File: config.mk
export PLATFORM = sky130hd
export DESIGN_NAME = axi4_interconnect
export DESIGN_NICKNAME = d
export VERILOG_FILES = /design/src/rtl/axi4_interconnect.sv
export SDC_FILE = /design/constraint.sdc
export NUM_CORES = 1
export LEC_CHECK = 0
export ABC_AREA = 1
export BUFFER_PORTS_ARGS = -buffer_cell sky130_fd_sc_hd__buf_2
export CORE_AREA = 2 2 223 225
export DETAILED_ROUTE_END_ITERATION = 16
export DIE_AREA = 0 0 225 227
export PLACE_DENSITY = 0.64
export SETUP_SLACK_MARGIN = 0.5
export SYNTH_ARGS = -nofsm -noshare
export SYNTH_HDL_FRONTEND = slang
export SYNTH_SLANG_ARGS = --single-unit
File: constraint.sdc
create_clock -name aclk -period 10.2 [get_ports aclk]
set_input_delay 2.55 -clock aclk [delete_from_list [all_inputs] [get_ports aclk]]
set_output_delay 2.55 -clock aclk [all_outputs]
set_load 0.01 [all_outputs]
File: src/rtl/axi4_interconnect.sv
// rtl/axi4_interconnect.sv - single-master single-slave AXI4 pass-through with one skid slice per channel
// Also mirrors the master-side bus onto a passive monitor port.

module axi4_reg_slice #(
    parameter int WIDTH = 8
) (
    input  logic             clk,
    input  logic             rst_n,
    input  logic [WIDTH-1:0] in_data,
    input  logic             in_valid,
    output logic             in_ready,
    output logic [WIDTH-1:0] out_data,
    output logic             out_valid,
    input  logic             out_ready
);
    logic [WIDTH-1:0] skid_data;
    logic             skid_valid;
    logic             live;
    logic             in_fire;
    logic             out_load;

    // live keeps ready low through reset and lets it rise on the first edge after release
    assign in_ready = live & ~skid_valid;
    assign in_fire  = in_valid & in_ready;
    assign out_load = out_ready | ~out_valid;

    always_ff @(posedge clk or negedge rst_n) begin
        if (!rst_n) begin
            live       <= 1'b0;
            out_valid  <= 1'b0;
            skid_valid <= 1'b0;
        end else begin
            live <= 1'b1;
            if (out_load) begin
                if (skid_valid) begin
                    out_valid  <= 1'b1;
                    skid_valid <= 1'b0;
                end else begin
                    out_valid <= in_fire;
                end
            end else if (in_fire) begin
                skid_valid <= 1'b1;
            end
        end
    end

    // Payload holds its last value; only loads move it, so no reset is needed here.
    always_ff @(posedge clk) begin
        if (out_load) begin
            if (skid_valid) begin
                out_data <= skid_data;
            end else if (in_fire) begin
                out_data <= in_data;
            end
        end else if (in_fire) begin
            skid_data <= in_data;
        end
    end
endmodule

module axi4_interconnect #(
    parameter int ADDR_WIDTH = 32,
    parameter int DATA_WIDTH = 32,
    parameter int ID_WIDTH   = 4
) (
    input  logic                    aclk,
    input  logic                    aresetn,

    input  logic [ID_WIDTH-1:0]     s_awid,
    input  logic [ADDR_WIDTH-1:0]   s_awaddr,
    input  logic [7:0]              s_awlen,
    input  logic [2:0]              s_awsize,
    input  logic [1:0]              s_awburst,
    input  logic                    s_awvalid,
    output logic                    s_awready,
    input  logic [DATA_WIDTH-1:0]   s_wdata,
    input  logic [DATA_WIDTH/8-1:0] s_wstrb,
    input  logic                    s_wlast,
    input  logic                    s_wvalid,
    output logic                    s_wready,
    output logic [ID_WIDTH-1:0]     s_bid,
    output logic [1:0]              s_bresp,
    output logic                    s_bvalid,
    input  logic                    s_bready,
    input  logic [ID_WIDTH-1:0]     s_arid,
    input  logic [ADDR_WIDTH-1:0]   s_araddr,
    input  logic [7:0]              s_arlen,
    input  logic [2:0]              s_arsize,
    input  logic [1:0]              s_arburst,
    input  logic                    s_arvalid,
    output logic                    s_arready,
    output logic [ID_WIDTH-1:0]     s_rid,
    output logic [DATA_WIDTH-1:0]   s_rdata,
    output logic [1:0]              s_rresp,
    output logic                    s_rlast,
    output logic                    s_rvalid,
    input  logic                    s_rready,

    output logic [ID_WIDTH-1:0]     m_awid,
    output logic [ADDR_WIDTH-1:0]   m_awaddr,
    output logic [7:0]              m_awlen,
    output logic [2:0]              m_awsize,
    output logic [1:0]              m_awburst,
    output logic                    m_awvalid,
    input  logic                    m_awready,
    output logic [DATA_WIDTH-1:0]   m_wdata,
    output logic [DATA_WIDTH/8-1:0] m_wstrb,
    output logic                    m_wlast,
    output logic                    m_wvalid,
    input  logic                    m_wready,
    input  logic [ID_WIDTH-1:0]     m_bid,
    input  logic [1:0]              m_bresp,
    input  logic                    m_bvalid,
    output logic                    m_bready,
    output logic [ID_WIDTH-1:0]     m_arid,
    output logic [ADDR_WIDTH-1:0]   m_araddr,
    output logic [7:0]              m_arlen,
    output logic [2:0]              m_arsize,
    output logic [1:0]              m_arburst,
    output logic                    m_arvalid,
    input  logic                    m_arready,
    input  logic [ID_WIDTH-1:0]     m_rid,
    input  logic [DATA_WIDTH-1:0]   m_rdata,
    input  logic [1:0]              m_rresp,
    input  logic                    m_rlast,
    input  logic                    m_rvalid,
    output logic                    m_rready,

    output logic [ID_WIDTH-1:0]     mon_awid,
    output logic [ADDR_WIDTH-1:0]   mon_awaddr,
    output logic [7:0]              mon_awlen,
    output logic [2:0]              mon_awsize,
    output logic [1:0]              mon_awburst,
    output logic                    mon_awvalid,
    output logic                    mon_awready,
    output logic [DATA_WIDTH-1:0]   mon_wdata,
    output logic [DATA_WIDTH/8-1:0] mon_wstrb,
    output logic                    mon_wlast,
    output logic                    mon_wvalid,
    output logic                    mon_wready,
    output logic [ID_WIDTH-1:0]     mon_bid,
    output logic [1:0]              mon_bresp,
    output logic                    mon_bvalid,
    output logic                    mon_bready,
    output logic [ID_WIDTH-1:0]     mon_arid,
    output logic [ADDR_WIDTH-1:0]   mon_araddr,
    output logic [7:0]              mon_arlen,
    output logic [2:0]              mon_arsize,
    output logic [1:0]              mon_arburst,
    output logic                    mon_arvalid,
    output logic                    mon_arready,
    output logic [ID_WIDTH-1:0]     mon_rid,
    output logic [DATA_WIDTH-1:0]   mon_rdata,
    output logic [1:0]              mon_rresp,
    output logic                    mon_rlast,
    output logic                    mon_rvalid,
    output logic                    mon_rready
);
    localparam int AX_W = ID_WIDTH + ADDR_WIDTH + 13;
    localparam int W_W  = DATA_WIDTH + DATA_WIDTH / 8 + 1;
    localparam int B_W  = ID_WIDTH + 2;
    localparam int R_W  = ID_WIDTH + DATA_WIDTH + 3;

    axi4_reg_slice #(.WIDTH(AX_W)) u_aw (
        .clk       (aclk),
        .rst_n     (aresetn),
        .in_data   ({s_awid, s_awaddr, s_awlen, s_awsize, s_awburst}),
        .in_valid  (s_awvalid),
        .in_ready  (s_awready),
        .out_data  ({m_awid, m_awaddr, m_awlen, m_awsize, m_awburst}),
        .out_valid (m_awvalid),
        .out_ready (m_awready)
    );

    axi4_reg_slice #(.WIDTH(W_W)) u_w (
        .clk       (aclk),
        .rst_n     (aresetn),
        .in_data   ({s_wdata, s_wstrb, s_wlast}),
        .in_valid  (s_wvalid),
        .in_ready  (s_wready),
        .out_data  ({m_wdata, m_wstrb, m_wlast}),
        .out_valid (m_wvalid),
        .out_ready (m_wready)
    );

    axi4_reg_slice #(.WIDTH(B_W)) u_b (
        .clk       (aclk),
        .rst_n     (aresetn),
        .in_data   ({m_bid, m_bresp}),
        .in_valid  (m_bvalid),
        .in_ready  (m_bready),
        .out_data  ({s_bid, s_bresp}),
        .out_valid (s_bvalid),
        .out_ready (s_bready)
    );

    axi4_reg_slice #(.WIDTH(AX_W)) u_ar (
        .clk       (aclk),
        .rst_n     (aresetn),
        .in_data   ({s_arid, s_araddr, s_arlen, s_arsize, s_arburst}),
        .in_valid  (s_arvalid),
        .in_ready  (s_arready),
        .out_data  ({m_arid, m_araddr, m_arlen, m_arsize, m_arburst}),
        .out_valid (m_arvalid),
        .out_ready (m_arready)
    );

    axi4_reg_slice #(.WIDTH(R_W)) u_r (
        .clk       (aclk),
        .rst_n     (aresetn),
        .in_data   ({m_rid, m_rdata, m_rresp, m_rlast}),
        .in_valid  (m_rvalid),
        .in_ready  (m_rready),
        .out_data  ({s_rid, s_rdata, s_rresp, s_rlast}),
        .out_valid (s_rvalid),
        .out_ready (s_rready)
    );

    // Monitor taps the master-side nets directly, zero latency.
    assign mon_awid    = s_awid;
    assign mon_awaddr  = s_awaddr;
    assign mon_awlen   = s_awlen;
    assign mon_awsize  = s_awsize;
    assign mon_awburst = s_awburst;
    assign mon_awvalid = s_awvalid;
    assign mon_awready = s_awready;
    assign mon_wdata   = s_wdata;
    assign mon_wstrb   = s_wstrb;
    assign mon_wlast   = s_wlast;
    assign mon_wvalid  = s_wvalid;
    assign mon_wready  = s_wready;
    assign mon_bid     = s_bid;
    assign mon_bresp   = s_bresp;
    assign mon_bvalid  = s_bvalid;
    assign mon_bready  = s_bready;
    assign mon_arid    = s_arid;
    assign mon_araddr  = s_araddr;
    assign mon_arlen   = s_arlen;
    assign mon_arsize  = s_arsize;
    assign mon_arburst = s_arburst;
    assign mon_arvalid = s_arvalid;
    assign mon_arready = s_arready;
    assign mon_rid     = s_rid;
    assign mon_rdata   = s_rdata;
    assign mon_rresp   = s_rresp;
    assign mon_rlast   = s_rlast;
    assign mon_rvalid  = s_rvalid;
    assign mon_rready  = s_rready;
endmodule

==> qor.yml, run 1 <==
pre_cts_ws_ns: 4.83
cp.required_ns: 7.65
synth_common_cells: "nand2_1 (550), edfxtp_1 (360), buf_4 (196)"
fin_ws_ns: 4.82
cp_max_fo: 3
fmax_mhz: 186
synth_top_area_share_pct: 72.1
crit_buf_inv: 2
die_h_um: 227
holdBufCountCts: 0
path_class: "input port to primary output"
synthMuxAreaShare_pct: 0
yosys_warnings: 0
fin_nets: 1785
postCtsSetupBuffers: 0
die_area_sq_um: 51100
met1_usage_pct: 17.6
outcome: "finished clean"
final_layout_size_suffix_gt1_share_pct: 40.2
syn-cell-area_sq_um: 15000
synth_fp_nets: 1391
leakagePower_uw: 0.00814
yosys.area_share.simple_pct: 14.4
synth_cell_types: 12
die_x_um: 225
async_reset_ff_share_pct: 2.96
firstDrtPassIters: 4
port_buffers: 571
initial_core_util_pct: 30.9
yosys-top-cells-area: "edfxtp_1 (72%), nand2_1 (14%), buf_4 (9.8%)"
placeableCoreArea_sq_um: 48500
synth_top_family_by_area: "simple AND/OR/NAND/NOR gates"
cts_tree: "built"
ys_ff_latch: 371
period_needed_ns: 5.38
gr-max-usage-layer: "met2"
routed_wirelength_mm: 38.0
num_rows: 81
grt_use_met2_pct: 24.1
crit_chain: "buf_2 > buf_2"
synth.most_common_cell: "nand2_1"
end_kind: "primary output"
grt_pass1_vias: 9299
rsz0062_at_grt: "no"
slew_violations: 0
cts-htree-levels: 2
slowest_delay_ns: 0.15
antenna_found_initial: 4
maxCapViolCount: 0
ant_nets: 0
setup_tns_ns: 0
crit_top_cell: "buf_2"
num_io_pins: 572
area_growth_pct: 23.6
synth_top_area_cell: "edfxtp_1"
clockBufferDepth: 3
synth_ff_type: "edfxtp_1"
vias: 9651
grt_max_degree: 52
wire_per_inst_um: 16.9
dp_hpwl_mm: 26.6
grt-ovfl-total: 0
slowest_stage: "buf_2"
gr-usage-met3_pct: 3.50
clk_latency_ns: 0.55
yosysSeqAreaShare_pct: 73.9
syn_inst: 1199
place_congestion: 0.802
critPathLaunchType: "input port"
cts-resized-gates: 0
grt_first_pass_wirelength_mm: 54.6
cts.reportedPaths.clkPinSlew_ns: 0.06
post-route-drc-count: 0
critPathArrivalTime_ns: 2.83
setup_viol: 0
slew-limit-headroom_pct: 17.5
synth_edf_count: 360
fin_crit_sh_pct: 52.7
ir_worst_vdd_v: 0.000131
fin_cells: 2250
synth-compound-area-share_pct: 0.167
hold_viol_final: 0
skew_ns: 0.0185
worst_pin_slew_ns: 1.23
cts_buffers: 42
synthAdderAreaFrac_pct: 0
avgSynthCellArea_sq_um: 12.5
synth_xor_area_share_pct: 0
cts-root-buf: "clkbuf_16"
via_per_inst: 4.29
grt_usage_pct: 14.2
critPathTopFamily: "buffers and inverters"
clkSinkCount: 371
place_inst: 2171
powerDensity_nw_per_um2: 198
hold_class: "flop to flop"
drtIter0Drc: 528
## cell usage in the layout (no fill, tap or decap)
| cell | count |
|---|---|
| buf_2 | 571 |
| inv_1 | 12 |
| bufinv_16 | 7 |
| clkbuf_16 | 43 |
| clkinv_4 | 3 |
| clkinv_1 | 8 |
| clkbuf_1 | 7 |
| clkinvlp_4 | 1 |
| buf_4 | 10 |
| nor2_1 | 12 |
| nor2_4 | 8 |
| a21oi_1 | 5 |
| inv_2 | 4 |
| diode_2 | 5 |
| edfxtp_1 | 360 |
| inv_6 | 2 |
| nand2_1 | 550 |
| conb_1 | 1 |
| dfrtp_1 | 11 |
| nand3_1 | 5 |
| clkinv_2 | 3 |
## stage by stage
stage	total power [uW]	area (sq um)	hold WS [ns]	utilization (%)
4_1_cts	3730	18500	0.506	38.1
5_1_grt	3810	18500	0.530	38.2
2_1_floorplan	2020	15000	0.479	-
6_report	3670	18500	0.508	38.2
3_3_place_gp	2150	17100	0.497	35.2
3_5_place_dp	2150	17100	0.501	35.2
## per-layer routing
metal	up-vias	routed length [um]
met3	66	2490
met4	0	1050
met2	369	19000
met1	4639	15400
met5	-	0
li1	4577	-
## worst paths after layout
check                                                   from                      endpoint  slack, ns  cells after the start
worst max-delay path                                 s_wlast                     mon_wlast       4.82                      2
worst min-delay path            u_ar.skid_data[15]$_DFFE_PP_   u_ar.out_data[15]$_DFFE_PP_       0.51                      2
worst max register to register   u_aw.skid_valid$_DFFE_PN0P_  u_aw.skid_data[25]$_DFFE_PP_       7.19                      5
worst min register to register  u_ar.skid_data[15]$_DFFE_PP_   u_ar.out_data[15]$_DFFE_PP_       0.51                      2
max in group asynchronous                            aresetn            u_r.live$_DFF_PN0_       7.96                      1
min in group asynchronous                            aresetn    u_w.skid_valid$_DFFE_PN0P_       1.93                      1
## where the power goes
group          leakage, uW  internal (uW)  switching, uW  total (uW)
Combinational      0.00400            114            214         327
Clock             0.000683            949            607        1560
Sequential         0.00346           1760           24.0        1790
Total              0.00814           2820            845        3670
## sequential cells by signal (all words and copies together), names as in the netlist, 6 cells and up
name and cells:
u_ar.out_data 49, u_ar.skid_data 49, u_aw.out_data 49, u_aw.skid_data 49
u_r.out_data 39, u_r.skid_data 39, u_w.out_data 37, u_w.skid_data 37
u_b.out_data 6, u_b.skid_data 6
## cell families after synthesis
kind of cell / count (synthesis)
DFF: 371
buffers and inverters: 247
other: 1
AOI/OAI and AO/OA: 5
and+or+nand+nor: 575
## final cells by class
cell class                      count  area, sq um
Antenna cell                        5         12.5
Clock buffer                       50         1100
Clock inverter                     24          307
Fill cell                        4695        30000
Inverter                           16         60.1
Multi-Input combinational cell    581         2250
Sequential cell                   371        11100
Tap cell                          622          778
Timing Repair Buffer              581         2930
No activity file was read; power rests on OpenSTA's default activity.
==> inputs of run 2 (changes only) <==
--- a/config.mk
+++ b/config.mk
@@ -5,12 +5,12 @@
 export SDC_FILE = /design/constraint.sdc
 export NUM_CORES = 1
 export LEC_CHECK = 0
-export ABC_AREA = 1
+export ABC_AREA = 0
 export BUFFER_PORTS_ARGS = -buffer_cell sky130_fd_sc_hd__buf_2
-export CORE_AREA = 2 2 223 225
+export CORE_AREA = 2 2 224 226
 export DETAILED_ROUTE_END_ITERATION = 16
-export DIE_AREA = 0 0 225 227
-export PLACE_DENSITY = 0.64
+export DIE_AREA = 0 0 226 228
+export PLACE_DENSITY = 0.65
 export SETUP_SLACK_MARGIN = 0.5
 export SYNTH_ARGS = -nofsm -noshare
 export SYNTH_HDL_FRONTEND = slang
==> constraint.sdc (replaced) <==
create_clock -name aclk -period 4.35 [get_ports aclk]
set_input_delay 1.0875 -clock aclk [delete_from_list [all_inputs] [get_ports aclk]]
set_output_delay 1.0875 -clock aclk [all_outputs]
set_load 0.01 [all_outputs]
==> run 2 against run 1 <==
  * Via count decreased by 17%
  * Hold slack improved by 0.023 ns
  * Non-clock buffer count grew 1
  * Clock power grew 99%
  * Critical endpoint is now mon_wready
  * Largest power group unchanged
  * Highest routed layer unchanged
==> qor.yml, run 2 <==
cp.required_ns: 3.26
grt_usage_pct: 12.3
grt_first_pass_wirelength_mm: 48.0
critPathTopFamily: "buffers and inverters"
wire_per_inst_um: 17.2
end_kind: "primary output"
die_area_sq_um: 51500
grt_max_degree: 51
setup_viol: 0
fmax_mhz: 347
grt_pass1_vias: 8026
p_comb_share_pct: 9.3
final_cell_mix: "buf_2 (571), edfxtp_1 (360), mux2_2 (171)"
ant_nets: 0
via_per_inst: 4.17
skew_ns: 0.0124
cts-resized-gates: 0
pre_cts_ws_ns: 1.48
drtIter0Drc: 359
r2r_end: "u_w.out_data[23]$_DFFE_PP_"
worst_pin_slew_ns: 1.15
path_class: "flop to primary output"
hold_class: "input port to asynchronous set/reset pin"
vias: 7986
synth_top_area_cell: "edfxtp_1"
slowest_stage: "dfrtp_2"
final_cell_area_sq_um: 18400
routed_wirelength_mm: 32.9
fin_ws_ns: 1.47
p_sw_uw: 1800
fin_crit_sh_pct: 66.2
synth_fp_nets: 996
r2r_cells: 3
synth_common_cells: "edfxtp_1 (360), buf_4 (190), mux2_2 (171)"
syn_inst: 804
synth_cell_types: 14
pwr-share-seq_pct: 52.1
synth.most_common_cell: "edfxtp_1"
period_needed_ns: 2.88
synth_top_area_share_pct: 72.1
final_util_pct: 37.2
leakagePower_uw: 0.00712
die_h_um: 228
placeableCoreArea_sq_um: 49300
antenna_found_initial: 3
cts-htree-levels: 2
sw_frac_of_total_pct: 22.4
port_buffers: 571
cp_max_fo: 30
synth_edf_count: 360
setup_tns_ns: 0
place_congestion: 0.762
slowest_delay_ns: 0.50
final_layout_size_suffix_gt1_share_pct: 66.2
pwr-share-clk_pct: 38.7
powerDensity_nw_per_um2: 437
clk_latency_ns: 0.53
rsz0062_at_grt: "no"
clkSinkCount: 371
yosys_warnings: 0
initial_core_util_pct: 30.4
hold_viol_final: 0
slew_violations: 0
cts_buffers: 40
critPathLaunchType: "flop"
yosys-top-cells-area: "edfxtp_1 (72%), mux2_2 (13%), buf_4 (9.5%)"
cts.reportedPaths.clkPinSlew_ns: 0.06
post-route-drc-count: 0
num_io_pins: 572
maxCapViolCount: 0
ir_worst_vdd_v: 0.000241
synth_ff_type: "edfxtp_1"
die_x_um: 226
crit_chain: "buf_4 > nor2b_1 > buf_2"
grt-ovfl-total: 0
ys_ff_latch: 371
holdBufCountCts: 0
p_int_uw: 6220
cts_tree: "built"
outcome: "finished clean"
syn-cell-area_sq_um: 15000
num_rows: 82
slew-limit-headroom_pct: 23.4
clockBufferDepth: 3
dp_hpwl_mm: 23.8
async_reset_ff_share_pct: 2.96
cts-root-buf: "clkbuf_16"
r2r-start: "u_w.skid_valid$_DFFE_PN0P_"
firstDrtPassIters: 4
fin_nets: 1408
crit_buf_inv: 2
placed_area_sq_um: 17200
area_growth_pct: 22.4
avgSynthCellArea_sq_um: 18.6
postCtsSetupBuffers: 0
mostFrequentLayoutCell: "buf_2"
reg2reg_slack_ns: 1.98
critPathArrivalTime_ns: 1.79
yosysSeqAreaShare_pct: 73.9
## run 2: worst register-to-register path, delay by kind of cell (launching register included)
family | cells | cell delay, ns
AOI/OAI and AO/OA | 1 | 0.18
buffers and inverters | 1 | 0.45
and+or+nand+nor | 1 | 0.84
DFF | 1 | 0.50
## run 2: power groups by stage
stage | clock [uW] | combinational (uW) | sequential (uW)
floorplan | 0 | 421 | 4310
global placement | 0 | 745 | 4250
detailed placement | 0 | 756 | 4250
CTS | 3200 | 759 | 4180
global route | 3340 | 808 | 4190
finish | 3110 | 743 | 4180
## run 2: cells by family after synthesis
family | synth area share, %
buf+inv | 10.9
flops | 73.9
mux | 13.7
compound gates | 0.167
other cells | 0.0250
simple gates | 1.21
## run 2: metal layers
metal | global-route usage (%) | wire, um
met2 | 20.9 | 16100
met3 | 3.65 | 2390
met4 | 3.93 | 743
met1 | 14.9 | 13700
met5 | 0 | 0
## run 2: final cells by class
type                    count  area (sq um)
well taps                 672           841
flip-flops and latches    371         11100
diodes                      2          5.00
multi-input cells         221          2310
repair buffers            582          2940
clock buffers              50          1060
fillers                  4624         31000
clock inverters            19           118
## run 2: per-stage QoR
step	hold slack, ns	total power [uW]	cells
finish	0.531	8030	1917
detailed placement	0.516	5010	1846
CTS	0.526	8140	1915
global route	0.531	8330	1916
floorplan	0.523	4730	804
global placement	0.496	5000	1846
## run 2: how the worst max path moves through the flow
stage	start	end	cells past startpoint
after floorplan	s_arvalid	u_ar.out_data[0]$_DFFE_PP_	2
after global placement	m_arready	u_ar.skid_data[31]$_DFFE_PP_	4
after detailed placement	m_arready	u_ar.skid_data[31]$_DFFE_PP_	4
after CTS	u_w.skid_valid$_DFFE_PN0P_	mon_wready	3
after global routing	u_w.skid_valid$_DFFE_PN0P_	mon_wready	3
final	u_w.skid_valid$_DFFE_PN0P_	mon_wready	3
==> inputs of run 3 (changes only) <==
--- a/config.mk
+++ b/config.mk
@@ -5,7 +5,7 @@
 export SDC_FILE = /design/constraint.sdc
 export NUM_CORES = 1
 export LEC_CHECK = 0
-export ABC_AREA = 0
+export ABC_AREA = 1
 export BUFFER_PORTS_ARGS = -buffer_cell sky130_fd_sc_hd__buf_2
 export CORE_AREA = 2 2 224 226
 export DETAILED_ROUTE_END_ITERATION = 16
==> constraint.sdc (replaced) <==
create_clock -name aclk -period 2.43 [get_ports aclk]
set_input_delay 0.6075 -clock aclk [delete_from_list [all_inputs] [get_ports aclk]]
set_output_delay 0.6075 -clock aclk [all_outputs]
set_load 0.01 [all_outputs]
==> run 3 against run 2 <==
  * Global-route usage rose by 1.1 points
  * Via count increased by 20%
  * Total power up 90%
  * Clock skew shrank 0.0018 ns
  * Critical endpoint is now s_arready
  * Highest routed layer is now met5
  * Sequential cell count is the same
  * Largest power group unchanged
  * Combinational power increased by 92%
==> qor.yml, run 3 (synthesis results as in run 1) <==
routed_wirelength_mm: 36.1
grt-ovfl-total: 0
cts.reportedPaths.clkPinSlew_ns: 0.06
sw_frac_of_total_pct: 22.8
final_layout_size_suffix_gt1_share_pct: 41.6
via_per_inst: 4.12
critPathLaunchType: "flop"
worst_pin_slew_ns: 0.550
crit_buf_inv: 2
maxCapViolCount: 0
die_x_um: 226
critPathTopFamily: "flip-flops"
end_kind: "primary output"
antenna_found_initial: 3
drtIter0Drc: 539
hold_class: "input port to flop"
cp.required_ns: 1.82
slew_violations: 0
cp_max_fo: 8
grt_max_degree: 50
setup_viol: 0
ir_worst_vdd_v: 0.000538
clockBufferDepth: 3
final_cell_mix: "buf_2 (566), nand2_1 (548), edfxtp_1 (360)"
port_buffers: 571
pwr-share-clk_pct: 41.5
p_sw_uw: 3480
cts_buffers: 41
area_growth_pct: 26.2
place_congestion: 0.772
ant_nets: 0
num_io_pins: 572
p_comb_share_pct: 9.4
slew-limit-headroom_pct: 63.4
fmax_mhz: 474
grt_usage_pct: 13.4
p_int_uw: 11800
fin_ws_ns: 0.320
rsz0062_at_grt: "yes"
post-route-drc-count: 0
setup_tns_ns: 0
die_area_sq_um: 51500
firstDrtPassIters: 4
vias: 9567
num_rows: 82
path_class: "flop to primary output"
path_depth: 3
clkSinkCount: 371
pwr-share-seq_pct: 49.1
slowest_stage: "dfrtp_2"
outcome: "finished clean"
fin_nets: 1809
powerDensity_nw_per_um2: 806
placeableCoreArea_sq_um: 49300
finalPower_uw: 15300
initial_core_util_pct: 30.4
wire_per_inst_um: 15.5
fin_crit_sh_pct: 86.8
cts-htree-levels: 2
crit_chain: "buf_4 > nor2_4 > buf_6"
period_needed_ns: 2.11
holdPathStages: 1
clk_latency_ns: 0.55
cts-root-buf: "clkbuf_16"
mostFrequentLayoutCell: "buf_2"
grt_first_pass_wirelength_mm: 53.1
pre_cts_ws_ns: 0.574
slowest_delay_ns: 0.43
skew_ns: 0.0106
grt_pass1_vias: 9105
r2r_cells: 5
hold_viol_final: 0
dp_hpwl_mm: 25.6
leakagePower_uw: 0.00829
critPathArrivalTime_ns: 1.50
die_h_um: 228
cts_tree: "built"
-- run 3: changes by cell type in the layout (fill, tap and decap cells not counted), moves of 9 or more --
cell,before,now
mux2_4,9,0
nor2b_1,10,0
mux2_2,171,0
inv_1,0,9
buf_4,11,24
buf_12,0,9
nand2_1,5,548
-- run 3: layout make-up --
class,instances,area (sq um)
fill,4695,30400
sequential,371,11100
clock inverter,27,323
antenna,3,7.51
multi-input combinational,581,2290
tap,672,841
inverter,16,60.1
clock buffer,46,1040
timing repair buffer,606,3270
-- run 3: worst paths after layout --
kind / from / endpoint / slack [ns]
setup / recovery: u_ar.skid_valid$_DFFE_PN0P_ / s_arready / 0.32
hold / removal: m_rdata[21] / u_r.skid_data[24]$_DFFE_PP_ / 0.25
min in group asynchronous: aresetn / u_r.out_valid$_DFFE_PN0N_ / 0.54
max in group asynchronous: aresetn / u_aw.skid_valid$_DFFE_PN0P_ / 1.52
setup reg to reg: u_r.live$_DFF_PN0_ / u_ar.skid_data[9]$_DFFE_PP_ / 0.67
hold reg to reg: u_ar.skid_data[19]$_DFFE_PP_ / u_ar.out_data[19]$_DFFE_PP_ / 0.51
-- run 3: power by group through the flow --
stage / logic, uW / clock network (uW) / registers (uW)
6_report: 1430 / 6330 / 7490
5_1_grt: 1580 / 6770 / 7520
4_1_cts: 1450 / 6520 / 7500
3_5_place_dp: 1420 / 0 / 7630
3_3_place_gp: 1400 / 0 / 7630
2_1_floorplan: 747 / 0 / 7720
-- run 3: timing repair --
action / 4_1_cts / 5_1_grt
hold endpoints to repair: 4 / 0
buffers inserted: 5 / 9
resized for setup: 19 / 2
hold buffers: 1 / 0
setup endpoints to repair: 8 / 50
pin swaps: 1 / 2
-- run 3: routing by layer --
| metal | vias to the layer above | part of all wire, % | track usage (%) |
|---|---|---|---|
| li1 | 4624 | - | - |
| met1 | 4527 | 41 | 16.6 |
| met2 | 359 | 49 | 22.4 |
| met3 | 55 | 7.1 | 3.92 |
| met4 | 2 | 2.3 | 4.30 |
| met5 | - | 0.036 | 0 |
-- run 3: worst register-to-register path: cells and delay by family (launching register included) --
kind,cells,cell delay (ns)
buffers and inverters,3,0.64
and+or+nand+nor,2,0.41
DFF,1,0.38
-- run 3: per-stage QoR --
stage                     hold WS [ns]  utilization, %  cells  area (sq um)
after CTS                        0.205            38.2   2310         18800
after global routing             0.214            38.3   2321         18900
after detailed placement         0.501            35.1   2231         17300
final                            0.249            38.4   2322         18900
after global placement           0.494            35.1   2231         17300
after floorplan                  0.312               -   1199         15100
